File: src/rtl/xs3_to_bcd_serial_pkg.sv
// Shared constants and FSM state encoding for the bit-serial excess-3 to BCD decoder.
package xs3_to_bcd_serial_pkg;

  localparam int unsigned DIGIT_W  = 4;
  localparam logic [3:0]  XS3_BIAS = 4'b0011;
  localparam logic [3:0]  BCD_MAX  = 4'd9;

  // Encoding is {bit position[1:0], borrow}; S0 carries no borrow.
  typedef enum logic [2:0] {
    S0   = 3'b000,
    S1B0 = 3'b010,
    S1B1 = 3'b011,
    S2B0 = 3'b100,
    S2B1 = 3'b101,
    S3B0 = 3'b110,
    S3B1 = 3'b111
  } xs3_state_e;

endpackage

File: src/rtl/xs3_serial_sub.sv
// Borrow FSM and bit counter: subtracts 0011 from an LSB-first excess-3 stream.
// Ports:
//   clk_i, rst_i   clock and synchronous active-high reset
//   in_valid_i     accept x_i this cycle
//   x_i            excess-3 data bit
//   in_first_i     treat this bit as bit 0 of a digit, whatever the state
//   z_o            difference bit for the current bit (combinational, Mealy)
//   pos_o          bit position of the current bit within its digit
//   borrow_o       borrow out of the current bit
//   last_o         current bit is bit 3 of its digit
module xs3_serial_sub
  import xs3_to_bcd_serial_pkg::*;
(
  input  logic       clk_i,
  input  logic       rst_i,
  input  logic       in_valid_i,
  input  logic       x_i,
  input  logic       in_first_i,
  output logic       z_o,
  output logic [1:0] pos_o,
  output logic       borrow_o,
  output logic       last_o
);

  xs3_state_e state_q, state_d, cur_state;
  logic [2:0] cur_bits;
  logic       s_bit, b_in, b_next;

  always_comb begin
    cur_state = in_first_i ? S0 : state_q;
    cur_bits  = cur_state;
    pos_o     = cur_bits[2:1];
    b_in      = cur_bits[0];
    s_bit     = XS3_BIAS[pos_o];
    z_o       = x_i ^ s_bit ^ b_in;
    b_next    = (~x_i & (s_bit | b_in)) | (s_bit & b_in);
    borrow_o  = b_next;
    last_o    = (pos_o == 2'd3);

    state_d = state_q;
    if (in_valid_i) begin
      if (last_o) state_d = S0;
      else        state_d = xs3_state_e'({pos_o + 2'd1, b_next});
    end
  end

  always_ff @(posedge clk_i) begin
    if (rst_i) state_q <= S0;
    else       state_q <= state_d;
  end

endmodule

File: src/rtl/xs3_to_bcd_serial.sv
// Bit-serial excess-3 to BCD decoder with digit assembly and word packing.
// Ports:
//   clk, rst      clock and synchronous active-high reset
//   in_valid      qualifies x_in; other cycles are bubbles
//   x_in          excess-3 bit, LSB first, 4 bits per digit
//   in_first      resync: bit 0 of digit 0 of a new word
//   z_out/z_valid decoded BCD bit, one cycle after acceptance
//   digit/digit_valid/digit_err    last completed digit and its error flag
//   bcd_word/word_valid/word_err   last completed word (digit k at [4k+3:4k])
module xs3_to_bcd_serial
  import xs3_to_bcd_serial_pkg::*;
#(
  parameter int unsigned DIGITS = 2
) (
  input  logic                    clk,
  input  logic                    rst,
  input  logic                    in_valid,
  input  logic                    x_in,
  input  logic                    in_first,
  output logic                    z_out,
  output logic                    z_valid,
  output logic [DIGIT_W-1:0]      digit,
  output logic                    digit_valid,
  output logic                    digit_err,
  output logic [DIGIT_W*DIGITS-1:0] bcd_word,
  output logic                    word_valid,
  output logic                    word_err
);

  localparam int unsigned CntW = (DIGITS > 1) ? $clog2(DIGITS) : 1;

  logic       z, borrow, last;
  logic [1:0] pos;

  xs3_serial_sub u_sub (
    .clk_i      (clk),
    .rst_i      (rst),
    .in_valid_i (in_valid),
    .x_i        (x_in),
    .in_first_i (in_first),
    .z_o        (z),
    .pos_o      (pos),
    .borrow_o   (borrow),
    .last_o     (last)
  );

  logic                      z_out_q, z_valid_q;
  logic [DIGIT_W-1:0]        digit_q;
  logic                      digit_valid_q, digit_err_q;
  logic [DIGIT_W*DIGITS-1:0] bcd_word_q, word_part_q, word_d;
  logic                      word_valid_q, word_err_q;
  logic [2:0]                part_q;
  logic [CntW-1:0]           digit_cnt_q, cnt_eff;
  logic                      err_acc_q, err_acc_eff;
  logic [DIGIT_W-1:0]        digit_full;
  logic                      dig_err, word_last;

  always_comb begin
    // A resync restarts the word at digit 0 with a clean error accumulator.
    cnt_eff     = in_first ? '0 : digit_cnt_q;
    err_acc_eff = in_first ? 1'b0 : err_acc_q;
    digit_full  = {z, part_q};
    // Final borrow means code < 0011; result above 9 means code > 1100.
    dig_err     = borrow | (digit_full > BCD_MAX);
    word_last   = (cnt_eff == CntW'(DIGITS - 1));
    word_d      = word_part_q;
    for (int unsigned k = 0; k < DIGITS; k++) begin
      if (cnt_eff == CntW'(k)) word_d[k*DIGIT_W +: DIGIT_W] = digit_full;
    end
  end

  always_ff @(posedge clk) begin
    if (rst) begin
      z_out_q       <= 1'b0;
      z_valid_q     <= 1'b0;
      digit_q       <= '0;
      digit_valid_q <= 1'b0;
      digit_err_q   <= 1'b0;
      bcd_word_q    <= '0;
      word_part_q   <= '0;
      word_valid_q  <= 1'b0;
      word_err_q    <= 1'b0;
      part_q        <= '0;
      digit_cnt_q   <= '0;
      err_acc_q     <= 1'b0;
    end else begin
      z_valid_q     <= 1'b0;
      digit_valid_q <= 1'b0;
      word_valid_q  <= 1'b0;
      if (in_valid) begin
        z_out_q   <= z;
        z_valid_q <= 1'b1;
        case (pos)
          2'd0:    part_q[0] <= z;
          2'd1:    part_q[1] <= z;
          2'd2:    part_q[2] <= z;
          default: ;
        endcase
        if (last) begin
          digit_q       <= digit_full;
          digit_err_q   <= dig_err;
          digit_valid_q <= 1'b1;
          word_part_q   <= word_d;
          if (word_last) begin
            bcd_word_q   <= word_d;
            word_err_q   <= err_acc_eff | dig_err;
            word_valid_q <= 1'b1;
            digit_cnt_q  <= '0;
            err_acc_q    <= 1'b0;
          end else begin
            digit_cnt_q <= cnt_eff + CntW'(1);
            err_acc_q   <= err_acc_eff | dig_err;
          end
        end else begin
          digit_cnt_q <= cnt_eff;
          err_acc_q   <= err_acc_eff;
        end
      end
    end
  end

  assign z_out       = z_out_q;
  assign z_valid     = z_valid_q;
  assign digit       = digit_q;
  assign digit_valid = digit_valid_q;
  assign digit_err   = digit_err_q;
  assign bcd_word    = bcd_word_q;
  assign word_valid  = word_valid_q;
  assign word_err    = word_err_q;

endmodule

File: config.mk
export PLATFORM = sky130hd
export DESIGN_NAME = xs3_to_bcd_serial
export DESIGN_NICKNAME = d
export VERILOG_FILES = /design/src/rtl/xs3_to_bcd_serial_pkg.sv /design/src/rtl/xs3_serial_sub.sv /design/src/rtl/xs3_to_bcd_serial.sv
export SDC_FILE = /design/constraint.sdc
export NUM_CORES = 1
export LEC_CHECK = 0
export CAP_MARGIN = 20
export CORE_MARGIN = 10
export CORE_UTILIZATION = 49
export CTS_CLUSTER_SIZE = 40
export DETAILED_ROUTE_END_ITERATION = 16
export PLACE_DENSITY = 0.87
export SLEW_MARGIN = 40
export SYNTH_ARGS = -nofsm -noshare
export SYNTH_HDL_FRONTEND = slang
export SYNTH_HIERARCHICAL = 1
export SYNTH_SLANG_ARGS = --single-unit
File: constraint.sdc
create_clock -name clk -period 2.3 [get_ports clk]
set_input_delay 0.46 -clock clk [delete_from_list [all_inputs] [get_ports clk]]
set_output_delay 0.46 -clock clk [all_outputs]
set_load 0.005 [all_outputs]
==> results of run 1 <==
registers in the layout, indices dropped and copies added (netlist names):
name	cells
digit	4
digit_cnt_q	1
u_sub/state_q	3
part_q	3
digit_valid	1
word_err	1
bcd_word	8
z_out	1
err_acc_q	1
digit_err	1
z_valid	1
word_valid	1
word_part_q	4
report_power, final:
part	internal, uW	switching, uW
registers	527	5.46
logic	35.7	34.5
clock network	148	174
layout make-up:
class                           count  area (sq um)
Timing Repair Buffer               32           295
Clock buffer                        7          55.1
Clock inverter                      1          5.00
Fill cell                         190           753
Tap cell                           28          35.0
Sequential cell                    30           601
Inverter                            3          11.3
Multi-Input combinational cell     78           520
Yosys cell counts, types with 2 or more instances:
cell / instances / share of area
dfxtp_1: 30 / 0.50
a21oi_1: 9 / 0.037
nand2_1: 9 / 0.028
nor2_1: 9 / 0.028
a22o_1: 7 / 0.051
mux2i_1: 6 / 0.050
o21ai_0: 6 / 0.025
nand3_1: 5 / 0.021
buf_2: 4 / 0.017
buf_6: 4 / 0.037
nand2b_1: 4 / 0.021
nor2b_1: 3 / 0.016
nor3_1: 3 / 0.012
a21oi_2: 2 / 0.015
inv_2: 2 / 0.0062
nand3b_1: 2 / 0.012
layer usage:
metal | wire length [microns] | up-vias | GRT usage
li1 | - | 475 | -
met1 | 1060 | 446 | 0.103
met2 | 1140 | 24 | 0.169
met3 | 194 | 8 | 0.0499
met4 | 65 | 0 | 0.0931
met5 | 0 | - | 0
path summary, 6_finish.rpt:
kind,from,to,slack [ns],cells past startpoint
min reg2reg,digit[2]$_SDFFE_PP0P_,digit[2]$_SDFFE_PP0P_,0.46,2
min,digit[2]$_SDFFE_PP0P_,digit[2]$_SDFFE_PP0P_,0.46,2
max,in_first,err_acc_q$_SDFFE_PP0P_,0.43,6
max reg2reg,u_sub/state_q[2]$_SDFFE_PP0P_,err_acc_q$_SDFFE_PP0P_,0.65,5
per-stage QoR:
step	setup WS [ns]	power, uW
final	0.426	925
after global routing	0.271	965
after CTS	0.445	935
after detailed placement	0.0823	615
after global placement	0.159	612
after floorplan	0.399	585
worst min-delay path, delay by kind of cell, from the launching register on:
kind             cells  cell delay, ns
flip-flops           1            0.32
AND/OR/NAND/NOR      1            0.05
AO/OA/AOI/OAI        1            0.05
cells by family after synthesis:
kind of cell / Yosys count / share of synthesized area
adders and majority gates: 2 / 0.0270
muxes: 6 / 0.0498
buffers and inverters: 12 / 0.0696
and+or+nand+nor: 41 / 0.194
DFF: 30 / 0.498
AOI/OAI and AO/OA: 29 / 0.161
==> impl_metrics.csv, run 1 <==
group,metric,value,unit
synth,synth_seq_cells,30,
routing,vias,953,
routing,via_per_inst,5.32,
cts,numCtsBuffers,5,
cells_and_area,final_nets,157,
synth,syn_area,1200,sq um
cells_and_area,fin_util,0.669,
power_and_ir_drop,power_leakage,0.000584,uW
worst_setup_path,crit_fanout,3,
grt,overflow,0,
power_and_ir_drop,power_density,607,nW/um^2
synth,async_flop_share,0,
timing,setup_viol,0,
cells_and_area,final_cell_area,1520,sq um
floorplanning,ios,23,
worst_setup_path,crit_slowest_cell,"fa_1",
timing,fin_crit,1.87,ns
grt,grt_max_degree,13,
routing,dr.first_iter.drc_count,29,
grt,track_usage,0.107,
synth,avgSynthCellArea,10.0,sq um
timing,hold_viol_final,0,
timing,relSlewSlack,0.752,
cts,clock_latency,0.33,ns
cells_and_area,layout_commonest_cell,"dfxtp_1",
floorplanning,coreArea,2280,sq um
cts,clock-sinks,30,
floorplanning,dieWidth,69.6,microns
cts,cts_root_buf,"clkbuf_4",
cells_and_area,num_antenna_cells,0,
routing,wl_per_cell,13.7,microns
cts,clk_path_buf_depth,2,
worst_hold_path,hp-class,"reg2reg",
worst_setup_path,cp_top_family,"adder cells",
cells_and_area,final_cell_mix,"30 x dfxtp_1, 22 x clkdlybuf4s50_1, 10 x buf_4",
timing,grt_setup_unrepaired,"no",
synth,yosysSeqAreaShare,0.498,
timing,worst_slew_pin_slew,0.372,ns
timing,timing.fmax,0.534,GHz
cts,clk_pin_slew,0.09,ns
placement,gp_congestion,0.809,
power_and_ir_drop,irDropWorstVdd,392,uV
timing,slew_violations,0,
cts,cts_setup_buffers,0,
outcome,outcome,"completed",
placement,dp.cells,171,
grt,grt_pass1_vias,1008,
synth,synthesis.nets,127,
routing,postRouteWirelength,2460,microns
timing,finalCritPeriodShare,0.815,
placement,portBuffers,22,
grt,antenna_found_initial,0,
floorplanning,initial_core_util,0.529,
routing,dr.pass1.iters,4,
cells_and_area,drive_gt1_frac,0.172,
floorplanning,die-height,69.6,microns
synth,synth_cell_types,31,
synth,synth_flop_cell,"dfxtp_1",
timing,final.setup_skew,0.00484,ns
placement,dp_hpwl,1870,microns
placement,dpl-instance-area,1460,sq um
worst_setup_path,required,2.51,ns
grt,grt_pass1_wl,4320,microns
worst_setup_path,slowest_delay,0.47,ns
cts,hold_buffers,0,
cts,h-tree-depth,2,
cells_and_area,area_growth,26.4,%
routing,drc,0,
routing,antenna_left,0,
floorplanning,row_count,17,
worst_setup_path,cp_data_arrival_time,2.09,ns
floorplanning,die_area,4840,sq um
worst_setup_path,crit_type,"in2reg",
worst_setup_path,crit_path_start_kind,"primary input",
timing,hold_ws,0.463,ns
worst_setup_path,cp-end-kind,"flip-flop",
synth,ys_warn_count,6,
job,maxCapViolCount,0,
worst_setup_path,path_cells,"clkdlybuf4s50_1, nor2b_1, fa_1, o21a_1, nor3_1, o32ai_1",
synth,syn_inst,120,
timing,tns,0,ns
cts,cts_tree,"yes",
cells_and_area,fin_cells,179,
worst_setup_path,worstPathBufferInverterCount,1,
synth,synth-edff-count,0,
cts,cts-resized-gates,0,
(Power assumes the default switching activity.)
==> run 2: changes to the inputs <==
==> constraint.sdc (replaced) <==
create_clock -name clk -period 1.95 [get_ports clk]
set_input_delay 0.39 -clock clk [delete_from_list [all_inputs] [get_ports clk]]
set_output_delay 0.39 -clock clk [all_outputs]
set_load 0.005 [all_outputs]
==> run 2 against run 1 <==
  * Design area is 1.6% higher
  * Sequential power is 18% higher
  * Wire length is 5.5% higher
  * Core utilization is 1.1 points higher
  * Power is 18% higher
  * Global-route usage is 0.44 points higher
  * Highest routed layer unchanged
  * Register-to-register slack worse by 0.30 ns
  * Setup slack worse by 0.26 ns
  * Sequential share of layout area is 0.64 points lower
==> impl_metrics.csv, run 2 (synthesized netlist as in run 1, its figures left out) <==
group,metric,value,unit
timing,final.setup_skew,0.00307,ns
floorplanning,die_area,4840,sq um
timing,setup_viol,0,
floorplanning,die-height,69.6,microns
job,maxCapViolCount,0,
placement,dp_hpwl,1960,microns
cts,numCtsBuffers,5,
routing,vias,940,
placement,dpl-instance-area,1490,sq um
timing,hold_ws,0.461,ns
power_and_ir_drop,sequentialPowerShare,0.576,
power_and_ir_drop,switchingPower,249,uW
timing,slew_violations,0,
timing,hold_viol_final,0,
routing,wl_per_cell,14.3,microns
cts,clk_path_buf_depth,2,
routing,postRouteWirelength,2600,microns
worst_setup_path,crit_path_start_kind,"primary input",
worst_hold_path,hp-class,"reg2reg",
power_and_ir_drop,irDropWorstVdd,692,uV
placement,gp_congestion,0.793,
grt,antenna_found_initial,0,
floorplanning,ios,23,
cells_and_area,final_cell_area,1550,sq um
timing,relSlewSlack,0.803,
grt,grt_pass1_vias,998,
cells_and_area,layout_commonest_cell,"dfxtp_1",
cells_and_area,drive_gt1_frac,0.195,
cts,clock-sinks,30,
cts,cts_setup_buffers,0,
cts,cts-resized-gates,0,
timing,fin_ws,0.165,ns
floorplanning,coreArea,2280,sq um
power_and_ir_drop,pwr-share-comb,0.081,
floorplanning,initial_core_util,0.529,
timing,grt_setup_unrepaired,"no",
cells_and_area,area_growth,28.5,%
routing,drc,0,
outcome,outcome,"completed",
cells_and_area,largest_reg_flops,8,
grt,grt_max_degree,12,
worst_setup_path,cp-end-kind,"flip-flop",
worst_setup_path,required,2.16,ns
timing,worst_slew_pin_slew,0.294,ns
timing,fin_crit,1.78,ns
timing,finalCritPeriodShare,0.915,
worst_setup_path,crit_fanout,3,
routing,antenna_left,0,
placement,dp.cells,174,
grt,grt_pass1_wl,4490,microns
cts,cts_tree,"yes",
grt,track_usage,0.112,
cts,hold_buffers,0,
cells_and_area,final_cell_mix,"30 x dfxtp_1, 22 x clkdlybuf4s50_1, 13 x buf_4",
placement,portBuffers,22,
cells_and_area,fin_util,0.680,
grt,overflow,0,
placement,dp_slack,-0.198,ns
cells_and_area,final_nets,160,
routing,dr.pass1.iters,4,
cells_and_area,fin_cells,182,
power_and_ir_drop,clockPowerShare,0.343,
cts,clock_latency,0.32,ns
power_and_ir_drop,power_density,705,nW/um^2
power_and_ir_drop,power_leakage,0.000598,uW
floorplanning,row_count,17,
routing,dr.first_iter.drc_count,22,
routing,via_per_inst,5.16,
power_and_ir_drop,p_sw_frac,0.228,
timing,timing.fmax,0.560,GHz
worst_setup_path,crit_type,"in2reg",
power_and_ir_drop,intPower,842,uW
worst_setup_path,cp_data_arrival_time,1.99,ns
cells_and_area,num_antenna_cells,0,
cts,clk_pin_slew,0.09,ns
floorplanning,dieWidth,69.6,microns
cts,cts_root_buf,"clkbuf_4",
cts,h-tree-depth,2,
==> run 2: cell count changes in the layout (fill, tap and decap cells not counted), sizes merged <==
cell | previous run | this run
buf | 10 | 13
==> run 2: worst paths after layout <==
check	startpoint	end	cells after the start	slack [ns]
min reg2reg	digit[0]$_SDFFE_PP0P_	digit[0]$_SDFFE_PP0P_	2	0.46
max	in_first	err_acc_q$_SDFFE_PP0P_	6	0.17
min	digit[0]$_SDFFE_PP0P_	digit[0]$_SDFFE_PP0P_	2	0.46
max reg2reg	u_sub/state_q[2]$_SDFFE_PP0P_	err_acc_q$_SDFFE_PP0P_	5	0.35
==> run 2: worst max-delay path: stages <==
cell and delay (ns):
clkdlybuf4s50_1 0.45, nand2b_1 0.18, fa_1 0.46, o21a_1 0.13
nor3_1 0.25, o32ai_1 0.13
==> run 2: final cells by class <==
class	instances	area, sq um
sequential	30	601
clock inverter	1	5.00
multi-input combinational	78	523
tap	28	35.0
clock buffer	7	55.1
fill	171	728
timing repair buffer	35	318
inverter	3	11.3
==> run 2: metal layers <==
layer,vias up,GRT usage,share of wire
met4,0,0.0576,0.0077
met1,430,0.118,0.45
met2,22,0.175,0.47
met3,2,0.0599,0.068
li1,486,-,-
met5,-,0,0
==> run 2: power groups by stage <==
stage | Clock, uW | Sequential, uW | Combinational, uW
floorplan | 0 | 641 | 49.8
global route | 416 | 630 | 97.2
finish | 374 | 628 | 88.7
global placement | 0 | 642 | 84.9
CTS | 390 | 628 | 87.9
detailed placement | 0 | 642 | 87.6
==> run 2: per-stage QoR <==
stage,setup TNS [ns],power [uW]
3_3_place_gp,-1.35,727
6_report,0,1090
5_1_grt,0,1140
4_1_cts,0,1110
2_1_floorplan,0,690
3_5_place_dp,-2.50,730
